[config.mk]
export PLATFORM = sky130hd
export DESIGN_NAME = adata_buf_arbiter
export DESIGN_NICKNAME = d
export VERILOG_FILES = /design/src/rtl/adata_buf_arbiter.sv
export SDC_FILE = /design/constraint.sdc
export NUM_CORES = 1
export LEC_CHECK = 0
export BUFFER_PORTS_ARGS = -buffer_cell sky130_fd_sc_hd__buf_4
export CELL_PAD_IN_SITES_DETAIL_PLACEMENT = 1
export CELL_PAD_IN_SITES_GLOBAL_PLACEMENT = 2
export CORE_MARGIN = 4
export CORE_UTILIZATION = 43
export DETAILED_ROUTE_END_ITERATION = 7
export PLACE_DENSITY = 0.92
export SYNTH_ARGS = -nofsm -noshare
export SYNTH_HDL_FRONTEND = slang
export SYNTH_SLANG_ARGS = --single-unit
[constraint.sdc]
create_clock -name CLK -period 9.69 [get_ports CLK]
set_input_delay 0 -clock CLK [delete_from_list [all_inputs] [get_ports CLK]]
set_output_delay 0 -clock CLK [all_outputs]
set_load 0.01 [all_outputs]
[src/rtl/adata_buf_arbiter.sv]
// Shares one single-port sample RAM: read bursts (priority) vs FIFO-buffered ADC writes.
// Read data 2 cycles after address; writes stall during bursts, samples dropped (OVF) on full FIFO.
module adata_buf_arbiter #(
  parameter int ABIT      = 12,
  parameter int DW        = 18,
  parameter int BURST_LEN = 1024,
  parameter int LAG       = 1024,
  parameter int FABIT     = 2
) (
  input  logic            CLK,
  input  logic            RST,
  input  logic [DW-1:0]   ADATA,
  input  logic            ADATARDY,
  input  logic            RD_START,
  output logic [DW-1:0]   RD_DATA,
  output logic            RD_VALID,
  output logic            RD_LAST,
  output logic            BUSY,
  output logic [ABIT-1:0] WPTR,
  output logic            OVF,
  output logic [ABIT-1:0] RAM_ADDR,
  output logic            RAM_WE,
  output logic [DW-1:0]   RAM_WDATA,
  input  logic [DW-1:0]   RAM_RDATA
);

  localparam int              FDEPTH = 2**FABIT;
  localparam logic [ABIT:0]   LEN    = (ABIT+1)'(BURST_LEN);
  localparam logic [ABIT-1:0] LAG_A  = ABIT'(LAG);
  localparam logic [FABIT:0]  FULL   = (FABIT+1)'(FDEPTH);

  typedef enum logic {IDLE, BURST} state_t;

  state_t          state_q, state_d;
  logic [ABIT:0]   cnt_q, cnt_d;
  logic            re_q, re_d, last_q, last_d;
  logic            re1_q, re1_d, last1_q, last1_d;
  logic [DW-1:0]   rd_data_q, rd_data_d;
  logic            rd_valid_q, rd_valid_d, rd_last_q, rd_last_d;
  logic [ABIT-1:0] wptr_q, wptr_d, ram_addr_q, ram_addr_d;
  logic            ram_we_q, ram_we_d, ovf_q, ovf_d;
  logic [DW-1:0]   ram_wdata_q, ram_wdata_d;
  logic [DW-1:0]   mem_q [FDEPTH];
  logic [DW-1:0]   mem_d [FDEPTH];
  logic [FABIT-1:0] rdp_q, rdp_d, wrp_q, wrp_d;
  logic [FABIT:0]  count_q, count_d;
  logic            wslot, pop, fifo_pop, push;
  logic [DW-1:0]   head;

  always_comb begin
    state_d     = state_q;
    cnt_d       = cnt_q;
    re_d        = 1'b0;
    last_d      = 1'b0;
    re1_d       = re_q;
    last1_d     = last_q;
    rd_valid_d  = re1_q;
    rd_last_d   = last1_q;
    rd_data_d   = re1_q ? RAM_RDATA : rd_data_q;
    wptr_d      = wptr_q;
    ram_addr_d  = ram_addr_q;
    ram_we_d    = 1'b0;
    ram_wdata_d = ram_wdata_q;
    ovf_d       = ovf_q;
    mem_d       = mem_q;
    rdp_d       = rdp_q;
    wrp_d       = wrp_q;
    count_d     = count_q;
    wslot       = 1'b0;

    case (state_q)
      IDLE: begin
        if (RD_START) begin
          state_d    = BURST;
          ram_addr_d = wptr_q - LAG_A;
          cnt_d      = (ABIT+1)'(1);
          re_d       = 1'b1;
          last_d     = (LEN == (ABIT+1)'(1));
        end else begin
          wslot = 1'b1;
        end
      end
      BURST: begin
        // The edge after the final address both leaves the burst and may already write.
        if (cnt_q == LEN) begin
          state_d = IDLE;
          cnt_d   = '0;
          wslot   = 1'b1;
        end else begin
          ram_addr_d = ram_addr_q + ABIT'(1);
          cnt_d      = cnt_q + (ABIT+1)'(1);
          re_d       = 1'b1;
          last_d     = ((cnt_q + (ABIT+1)'(1)) == LEN);
        end
      end
      default: state_d = IDLE;
    endcase

    // An empty FIFO forwards the incoming sample straight to the RAM port.
    head     = (count_q != '0) ? mem_q[rdp_q] : ADATA;
    pop      = wslot && ((count_q != '0) || ADATARDY);
    fifo_pop = pop && (count_q != '0);
    push     = ADATARDY && !(pop && !fifo_pop) && ((count_q != FULL) || pop);

    if (ADATARDY && (count_q == FULL) && !pop) ovf_d = 1'b1;

    if (pop) begin
      ram_we_d    = 1'b1;
      ram_addr_d  = wptr_q;
      ram_wdata_d = head;
      wptr_d      = wptr_q + ABIT'(1);
    end
    if (push) begin
      mem_d[wrp_q] = ADATA;
      wrp_d        = wrp_q + FABIT'(1);
    end
    if (fifo_pop) rdp_d = rdp_q + FABIT'(1);
    count_d = count_q + {{FABIT{1'b0}}, push} - {{FABIT{1'b0}}, fifo_pop};
  end

  always_ff @(posedge CLK or posedge RST) begin
    if (RST) begin
      state_q     <= IDLE;
      cnt_q       <= '0;
      re_q        <= 1'b0;
      last_q      <= 1'b0;
      re1_q       <= 1'b0;
      last1_q     <= 1'b0;
      rd_data_q   <= '0;
      rd_valid_q  <= 1'b0;
      rd_last_q   <= 1'b0;
      wptr_q      <= '0;
      ram_addr_q  <= '0;
      ram_we_q    <= 1'b0;
      ram_wdata_q <= '0;
      ovf_q       <= 1'b0;
      rdp_q       <= '0;
      wrp_q       <= '0;
      count_q     <= '0;
      for (int i = 0; i < FDEPTH; i++) mem_q[i] <= '0;
    end else begin
      state_q     <= state_d;
      cnt_q       <= cnt_d;
      re_q        <= re_d;
      last_q      <= last_d;
      re1_q       <= re1_d;
      last1_q     <= last1_d;
      rd_data_q   <= rd_data_d;
      rd_valid_q  <= rd_valid_d;
      rd_last_q   <= rd_last_d;
      wptr_q      <= wptr_d;
      ram_addr_q  <= ram_addr_d;
      ram_we_q    <= ram_we_d;
      ram_wdata_q <= ram_wdata_d;
      ovf_q       <= ovf_d;
      rdp_q       <= rdp_d;
      wrp_q       <= wrp_d;
      count_q     <= count_d;
      mem_q       <= mem_d;
    end
  end

  assign RD_DATA   = rd_data_q;
  assign RD_VALID  = rd_valid_q;
  assign RD_LAST   = rd_last_q;
  assign BUSY      = (state_q == BURST) || re1_q || rd_valid_q;
  assign WPTR      = wptr_q;
  assign OVF       = ovf_q;
  assign RAM_ADDR  = ram_addr_q;
  assign RAM_WE    = ram_we_q;
  assign RAM_WDATA = ram_wdata_q;

endmodule

-- Yosys cells after proc, flatten, opt, wreduce, memory -nomap -nowiden
Index checks and enable logic that the tools add are counted.
- bits in registers: 160
- output and inout bits: 65
- word-level logic and storage cells: 81
- $add $sub $neg: 8
- magnitude comparators: 3
- equality and inequality tests: 7
- multiplexer cells: 23
- bitwise operators: 3
- reductions and logical operators: 17
- operators by type and width (kind ; count):
    72-bit bitwise mux ; 1
    18-bit 2-to-1 mux ; 4
    18-bit binary-select mux with 2-bit select ; 1
    18-bit demux with 2-bit select ; 1
    12-bit 2-to-1 mux ; 3
    13-bit by 11-bit equality test with 1-bit output (second input constant) ; 2
    13-bit 2-to-1 mux ; 2
    13-bit one-hot mux with 2 select lines ; 1
    12-bit by 1-bit adder with 12-bit output (second input constant) ; 2
    12-bit one-hot mux with 2 select lines ; 1
    13-bit by 1-bit adder with 13-bit output (second input constant) ; 1
    12-bit by 11-bit subtractor with 12-bit output (second input constant) ; 1
    3-bit inequality test (second input constant) ; 3
    1-bit logical AND ; 8
    3-bit >= comparator (second input constant) ; 2
    1-bit 2-to-1 mux ; 6
    2-bit inverter with 3-bit output ; 2
    1-bit one-hot mux with 2 select lines ; 3
    2-bit by 1-bit adder with 2-bit output (second input constant) ; 2
    1-bit logical OR ; 4
    3-bit by 1-bit adder with 3-bit output ; 1
    3-bit equality test (second input constant) ; 1
    1-bit logical NOT ; 3
    3-bit by 1-bit < comparator with 1-bit output (second input constant) ; 1
    5 further kinds ; 5

-- Longest topological paths before layout
Gate-level depths: netlist of the first run.
- depth after elaboration: 12
- mapped depth: 13
- gate-level depth less buffers: 13

-- Least setup slack after synthesis of the first run
No wires, ideal clock.
- kind: register -> register
- from: register cnt_q[0]
- to: register count_q[2]
- arrival: 2731 ps
- required time: 9565 ps
- path slack: 6834 ps
- stages on the path, launching flop included: 14
- period minus slack after synthesis: 2856 ps
- cell sequence: dfrtp_1 inv_1 ha_1 nor4bb_4 and4_4 buf_4 o21ai_4 nand3_1 ha_1 inv_1 ha_1 fa_1 xor2_1 xnor2_1
- cells in the longest elaborated chain, start to end: 12
- elaborated cells on any way between the ends: 13
- RTL lines (what ; line ; text):
    start, declared ; 35 ; logic [ABIT:0] cnt_q, cnt_d;
    start signal, assigned ; 143 ; cnt_q <= cnt_d;
    13-bit by 11-bit equality test with 1-bit output * ; 85 ; if (cnt_q == LEN) begin
    1-bit 2-to-1 mux * ; 85 ;
    1-bit one-hot mux with 2 select lines * ; 71 ; case (state_q)
    1-bit logical AND * ; 101 ; pop = wslot && ((count_q != '0) || ADATARDY);
    1-bit logical AND ; 102 ; fifo_pop = pop && (count_q != '0);
    1-bit logical NOT ; 103 ; push = ADATARDY && !(pop && !fifo_pop) && ((count_q != FULL) || pop);
    1-bit logical AND ; 103 ;
    1-bit logical NOT ; 103 ;
    1-bit logical AND (2 in a row) ; 103 ;
    3-bit by 1-bit adder with 3-bit output ; 118 ; count_d = count_q + {{FABIT{1'b0}}, push} - {{FABIT{1'b0}}, fifo_pop};
    3-bit by 1-bit subtractor with 3-bit output * ; 118 ;
    net count_d[2] ; 46 ; logic [FABIT:0] count_q, count_d;
    end signal, assigned ; 158 ; count_q <= count_d;
    end, declared ; 46 ;
Mark *: on every way through the listed nets, which the timed path passes. The rest lies on a longest branch.
A chain may end at the register's enable or synchronous reset.

==> results.yml, run 1 <==
outcome:
  status: "finished, final reports clean"
floorplanning:
  rows: 48
  die_w_um: 142
  initial_core_util_pct: 44.1
  die_area_mm2: 0.0201
  coreArea_mm2: 0.0174
  die_h_um: 142
  num_io_pins: 105
synth:
  yosysWarnings: 0
  ys.flop_type: "dfrtp_1"
  synth.avg_cell_area_um2: 13.1
  synth_area_mm2: 0.00769
  ys_ff_latch: 160
  seq_area_frac_synth_pct: 52.1
  synthArstFlopShare_pct: 100
  syn_nets: 638
  ys_types: 61
  syn_inst: 587
  synth-edff-count: 0
route:
  wl_per_cell_um: 20.7
  vias: 5296
  drc: 0
  ant_nets: 0
  first_pass_iters: 4
  drtIter0Drc: 197
  wl_mm: 19.9
  vias_per_cell: 5.51
power_and_ir_drop:
  switching_power_mw: 0.817
  leakagePower_nw: 4.32
  power_mw: 2.61
  pwr_density_cell_mw_per_mm2: 271
  p_int_mw: 1.79
  pwr-share-seq_pct: 41.4
  combPwrFrac_pct: 31.8
  max-vdd-ir-drop_uv: 141
  p_clk_share_pct: 26.8
  p_sw_share_pct: 31.3
grt:
  grt_use_total_pct: 20.8
  grt_max_degree: 86
  gr-total-overflow: 0
  grt_pass1_wl_mm: 32.9
  antenna_found_initial: 0
  grt_pass1_vias: 6023
layout:
  drive_gt1_share_pct: 36.5
  antennaDiodeCount: 0
  area_delta_synth_final_pct: 25.3
  fin_nets: 774
  most-common-layout-cells: "dfrtp_1, buf_4, mux2_2, nand2_1, mux2_4"
  fin_area_mm2: 0.00963
  stdcell_count: 961
  final_common_cell: "dfrtp_1"
  nFillCells: 1774
timing:
  setup_viol_count_final: 0
  finalHoldViolCount: 0
  slew_viol_final: 0
  fin_tns_setup_ps: 0
  period_share_pct: 31.3
  max_freq_mhz: 330
  worst-slew-pin-transition_ps: 1100
  maxSlewHeadroom_pct: 26.4
  finClkSkew_ps: 9.96
  period_needed_ps: 3030
  rsz0062_at_grt: "no"
clock_tree:
  cts_tree: "yes"
  h-tree-depth: 4
  root_buffer: "clkbuf_16"
  cts_setup_buffers: 0
  clk_path_buf_depth: 2
  clk-insertion-delay-late_ps: 430
  cts.sinks: 160
  clkSlewWorstSetupHoldPaths_ps: 70
  cts_buffers: 17
critical_path:
  endpoint_kind: "flip-flop"
  crit_family: "simple AND/OR/NAND/NOR gates"
  cp-start-kind: "flip-flop"
  r2r-end: "count_q[2]$_DFF_PP0_"
  crit_fanout: 15
  worstPathCellList: "nor4bb_4 -> nand4_2 -> nand3_4 -> nand3_1 -> ha_1 -> inv_1 -> ha_1 -> fa_1 -> xor2_1 -> xnor2_1"
  required_ps: 9990
  r2r_cells: 10
  slowest_stage: "dfrtp_1"
  max_stage_delay_ps: 640
  cpMostUsedCell: "ha_1"
  crit_arrival_ps: 3330
  rr_startpoint: "re1_d$_DFF_PP0_"
  r2r_slack_ps: 6660
  crit_type: "reg -> reg"
  crit_buf_inv: 1
hold_path:
  hp-class: "in -> async"
placement:
  hpwlAfterDp_mm: 13.2
  port_buffers: 104
  place_area_mm2: 0.00863
  post-place-cells: 890
  routabilityCongestion: 0.812
flow_run:
  max_cap_viol_count: 0
-- state kept, by name, indices dropped and copies added (netlist names) --
signal      flops
count_q         3
rd_valid_d      1
OVF             1
RD_VALID        1
RAM_WE          1
last1_d         1
cnt_q          13
RAM_WDATA      18
mem_q          72
last1_q         1
WPTR           12
rdp_q           2
wrp_q           2
re1_d           1
RAM_ADDR       12
RD_LAST         1
RD_DATA        18
-- cell type report --
| type | instances | area (um^2) | share of cell area [%] |
|---|---|---|---|
| Tap cell | 225 | 282 | 2.92 |
| Multi-Input combinational cell | 380 | 3470 | 36.0 |
| Clock inverter | 14 | 183 | 1.90 |
| Sequential cell | 160 | 4000 | 41.6 |
| Clock buffer | 18 | 429 | 4.46 |
| Timing Repair Buffer | 146 | 1190 | 12.4 |
| Inverter | 18 | 72.6 | 0.753 |
-- through the flow --
| step | worst slack (ps) | util (%) | hold slack [ps] |
|---|---|---|---|
| 4_1_cts | 6600 | 55.3 | 308 |
| 5_1_grt | 6460 | 55.3 | 348 |
| 2_1_floorplan | 5370 | - | 149 |
| 3_3_place_gp | 6780 | 49.5 | 195 |
| 3_5_place_dp | 6630 | 49.5 | 209 |
| 6_report | 6660 | 55.3 | 284 |
-- cell usage after synthesis, types with 2 or more instances --
master	n	share of area, %
dfrtp_1	160	52
mux2_2	51	7.5
nand2_1	44	2.1
mux2_4	40	7.8
o21ai_0	32	2.1
nand3_1	23	1.5
mux2i_1	21	2.7
nor2_1	19	0.93
inv_1	18	0.88
mux4_2	18	5.3
clkbuf_1	13	0.63
xnor2_1	12	1.4
nor3_1	11	0.72
ha_1	10	1.6
xor2_1	10	1.1
a21oi_1	9	0.59
buf_2	6	0.39
a221o_1	5	0.65
and3_1	5	0.41
buf_6	5	0.73
nand4_1	5	0.41
or3_1	5	0.41
nand4_4	4	1.1
nor4_1	4	0.33
a21o_1	3	0.29
a22o_1	3	0.34
buf_1	3	0.15
nor3b_1	3	0.29
o21a_1	3	0.29
o22ai_1	3	0.24
or2_2	3	0.24
and2_1	2	0.16
and4_1	2	0.23
buf_4	2	0.20
nand3b_1	2	0.20
o211ai_1	2	0.20
o21ai_2	2	0.23
-- power groups by stage --
stage	logic [mW]	registers (mW)	clock network, mW
floorplan	0.629	1.02	0
global placement	0.781	1.05	0
detailed placement	0.818	1.09	0
CTS	0.842	1.08	0.711
global route	0.896	1.11	0.743
finish	0.829	1.08	0.699
-- cells by family (layout without fill, tap and decap cells) --
logic type               Yosys count  in the layout  share of synthesized area, %
AO/OA/AOI/OAI                     76             76                          6.61
XOR/XNOR                          22             22                          2.51
adder cells (fa/ha/maj)           11             11                          1.89
buffers and inverters             47            196                          2.98
flip-flops                       160            160                          52.1
multiplexers                     130            130                          23.3
AND/OR/NAND/NOR                  141            141                          10.7
-- worst max path at each step --
stage                          from                    to  slack [ps]  depth (start not counted)
3_5_place_dp   count_q[2]$_DFF_PP0_  count_q[2]$_DFF_PP0_        6630                          9
3_3_place_gp   count_q[2]$_DFF_PP0_  count_q[2]$_DFF_PP0_        6780                          9
4_1_cts        count_q[2]$_DFF_PP0_  count_q[2]$_DFF_PP0_        6600                          9
6_report            re1_d$_DFF_PP0_  count_q[2]$_DFF_PP0_        6660                         10
2_1_floorplan                   RST       OVF$_DFFE_PP0P_        5370                          1
5_1_grt             re1_d$_DFF_PP0_  count_q[2]$_DFF_PP0_        6460                         10
-- worst register-to-register path: cells and delay by family (launching register included) --
family	cells	cell delay, ps
AND/OR/NAND/NOR	4	1040
buffers and inverters	1	40
flip-flops	1	640
XOR/XNOR	2	310
adder cells (fa/ha/maj)	3	900
-- what timing repair did --
action,4_1_cts,5_1_grt
gates resized for setup,0,0
hold buffers,39,0
endpoints found under the hold margin,195,0
-- per-layer routing --
metal / vias to the layer above / GRT usage [%] / part of all wire (%)
li1: 2400 / - / -
met1: 2770 / 25.2 / 41
met2: 96 / 37.5 / 54
met3: 30 / 3.51 / 2.8
met4: 0 / 7.27 / 2.2
met5: - / 0 / 0
Note: power is estimated with default switching activity, not from simulation.
==> run 2: changes to the inputs <==
ABC_AREA = 1   (was default)
CORE_UTILIZATION = 31   (was 43)
PLACE_DENSITY = 0.82   (was 0.92)
clock period = 2.5 ns   (was 9.69 ns; I/O delays follow)
==> run 2 against run 1 <==
Against the previous run: register-to-register slack worse by 6500 ps; critical path type unchanged; first-iteration DRC count increased by 91%; synthesized cell count up 76%; maximum frequency is 28% higher; setup slack got worse by 6500 ps; largest power group unchanged; flip-flop and latch count is the same.
==> results.yml, run 2 <==
critical_path:
  cp.depth: 14
  required_ps: 2800
  crit_start: "cnt_q[0]$_DFFE_PP0P_"
  crit_arrival_ps: 2670
  crit_path_end: "count_q[2]$_DFF_PP0_"
  endpoint_kind: "flip-flop"
  r2r_cells: 14
  max_stage_delay_ps: 390
  rr_startpoint: "cnt_q[0]$_DFFE_PP0P_"
  crit_buf_inv: 2
  r2r_slack_ps: 130
  crit_type: "reg -> reg"
  worstPathCellList: "inv_2 -> ha_4 -> nand2_2 -> nor2_2 -> nand3_2 -> nand2_4 -> nand3_4 -> nand2_4 -> nand2_2 -> ha_1 -> inv_1 -> ha_1 -> fa_2 -> xor2_1"
  slowest_stage: "dfrtp_1"
  cp-start-kind: "flip-flop"
  crit_fanout: 3
  crit_family: "adder cells"
  r2r-end: "count_q[2]$_DFF_PP0_"
floorplanning:
  die_area_mm2: 0.0290
  coreArea_mm2: 0.0260
  die_h_um: 170
  rows: 59
  initial_core_util_pct: 31.5
  num_io_pins: 105
  die_w_um: 170
clock_tree:
  h-tree-depth: 4
  root_buffer: "clkbuf_16"
  clkSlewWorstSetupHoldPaths_ps: 70
  cts.sinks: 160
  clk_path_buf_depth: 2
  clk-insertion-delay-late_ps: 430
  cts_tree: "yes"
  cts_buffers: 17
synth:
  yosys.area.top_type_share_pct: 49.0
  ys.flop_type: "dfrtp_1"
  syn_inst: 1032
  synth.avg_cell_area_um2: 7.92
  synth_top_area_cell: "dfrtp_1"
  synthArstFlopShare_pct: 100
  synth_area_mm2: 0.00818
  synth-edff-count: 0
  ys_types: 31
  seq_area_frac_synth_pct: 49.0
  synth_most_common_cell: "nand2_1"
  yosysWarnings: 0
  ys_ff_latch: 160
  syn_nets: 1083
  synth_commonest_cells: "nand2_1, dfrtp_1, nand4_1"
  synth_area_leaders: "dfrtp_1, nand2_1, nand4_1"
timing:
  worst-slew-pin-transition_ps: 718
  setup_viol_count_final: 0
  maxSlewHeadroom_pct: 51.7
  max_freq_mhz: 422
  period_needed_ps: 2370
  slew_viol_final: 0
  period_share_pct: 94.8
  hold_slack_ps: 176
  finalHoldViolCount: 0
  finClkSkew_ps: 11.0
placement:
  hpwlAfterDp_mm: 17.8
  routabilityCongestion: 0.761
  port_buffers: 104
route:
  wl_met1_mm: 11.8
  drtIter0Drc: 377
  wl_met2_mm: 13.1
  highest_layer: "met4"
  drc: 0
  wl_mm: 26.3
  wl_per_cell_um: 17.2
  ant_nets: 0
  first_pass_iters: 4
  vias: 7566
  vias_per_cell: 4.95
  met3_length_um: 932
power_and_ir_drop:
  p_int_mw: 5.50
  pwr_density_cell_mw_per_mm2: 800
  pwr-share-seq_pct: 42.4
  p_sw_share_pct: 34.3
  switching_power_mw: 2.87
  max-vdd-ir-drop_uv: 416
  leakagePower_nw: 5.34
  combPwrFrac_pct: 25.6
  power_mw: 8.37
  p_clk_share_pct: 31.9
layout:
  final_common_cell: "nand2_1"
  nFillCells: 3199
  drive_gt1_share_pct: 18.8
  regMostFlops: "mem_q"
  antennaDiodeCount: 0
  largest_reg_flops: 72
  fin_nets: 1231
  utilization_pct: 40.2
  most-common-layout-cells: "nand2_1, dfrtp_1, buf_4, nand4_1, nor2_1"
  area_delta_synth_final_pct: 27.8
grt:
  grt_use_total_pct: 18.6
  grt_pass1_wl_mm: 43.5
  gr-total-overflow: 0
  grt_max_degree: 63
  grt_pass1_vias: 8013
  antenna_found_initial: 0
outcome:
  status: "finished, final reports clean"
hold_path:
  hp-class: "in -> async"
flow_run:
  max_cap_viol_count: 0
-- run 2: cell types whose count changed after synthesis, moves of 16 or more --
| cell | change |
|---|---|
| mux4_2 | -18 |
| nand2_1 | +351 |
| nand3_1 | +19 |
| o21ai_0 | +21 |
| mux2_4 | -40 |
| nor2_1 | +48 |
| clkbuf_1 | +17 |
| o211ai_1 | +16 |
| mux2_2 | -51 |
| mux2i_1 | -21 |
| o22ai_1 | +22 |
| inv_1 | +31 |
| nand4_1 | +74 |
-- run 2: cells by family (layout without fill, tap and decap cells) --
kind of cell | Yosys count | in the layout | synth area share, %
AO/OA/AOI/OAI | 99 | 99 | 7.07
XOR/XNOR | 22 | 22 | 2.36
adder cells (fa/ha/maj) | 11 | 11 | 1.78
buffers and inverters | 116 | 277 | 6.55
flip-flops | 160 | 160 | 49.0
AND/OR/NAND/NOR | 624 | 624 | 33.3
-- run 2: repair_timing --
item | in CTS | in global routing
hold buffers | 39 | 0
hold endpoints to repair | 121 | 0
resized for setup | 0 | 5
setup buffers | 0 | 2
endpoints found under the setup margin | 0 | 40
-- run 2: how the worst min path moves through the flow --
stage | cells past startpoint | slack (ps) | start | endpoint
after detailed placement | 2 | 80 | RST | RAM_WDATA[15]$_DFFE_PP0P_
after floorplan | 2 | 110 | RAM_RDATA[0] | RD_DATA[0]$_DFFE_PP0P_
after global routing | 3 | 200 | RST | mem_q[52]$_DFFE_PP0P_
final | 3 | 180 | RST | mem_q[52]$_DFFE_PP0P_
after CTS | 3 | 170 | RST | mem_q[52]$_DFFE_PP0P_
after global placement | 2 | 80 | RST | RAM_WDATA[15]$_DFFE_PP0P_
-- run 2: power by group through the flow --
| stage | registers [mW] | logic [mW] | clock network [mW] |
|---|---|---|---|
| 2_1_floorplan | 3.50 | 1.44 | 0 |
| 3_3_place_gp | 3.56 | 2.03 | 0 |
| 3_5_place_dp | 3.59 | 2.12 | 0 |
| 4_1_cts | 3.55 | 2.18 | 2.75 |
| 5_1_grt | 3.63 | 2.45 | 2.86 |
| 6_report | 3.55 | 2.15 | 2.67 |
-- run 2: metal layers --
metal,up-vias,GRT usage [%]
li1,3682,-
met1,3738,24.9
met2,118,31.5
met3,28,2.69
met4,0,4.86
met5,-,0
-- run 2: worst min-delay path, delay by kind of cell --
| family | cells | cell delay (ps) |
|---|---|---|
| buffers and inverters | 3 | 1020 |
-- run 2: layout make-up --
type | count | area [um^2] | area share [%]
clock buffers | 19 | 443 | 4.24
clock inverters | 13 | 154 | 1.47
multi-input cells | 756 | 3660 | 35.1
well taps | 335 | 419 | 4.01
flip-flops and latches | 160 | 4000 | 38.3
repair buffers | 188 | 1550 | 14.8
inverters | 57 | 218 | 2.08
-- run 2: stage by stage --
step | std cells | setup slack, ps | area (um^2) | setup TNS (ps)
floorplan | 1032 | 13.3 | 8190 | 0
global placement | 1455 | 123 | 9430 | 0
detailed placement | 1455 | 42.6 | 9430 | 0
CTS | 1526 | 29.8 | 10400 | 0
global route | 1528 | -26.7 | 10500 | -40.0
finish | 1528 | 130 | 10500 | 0
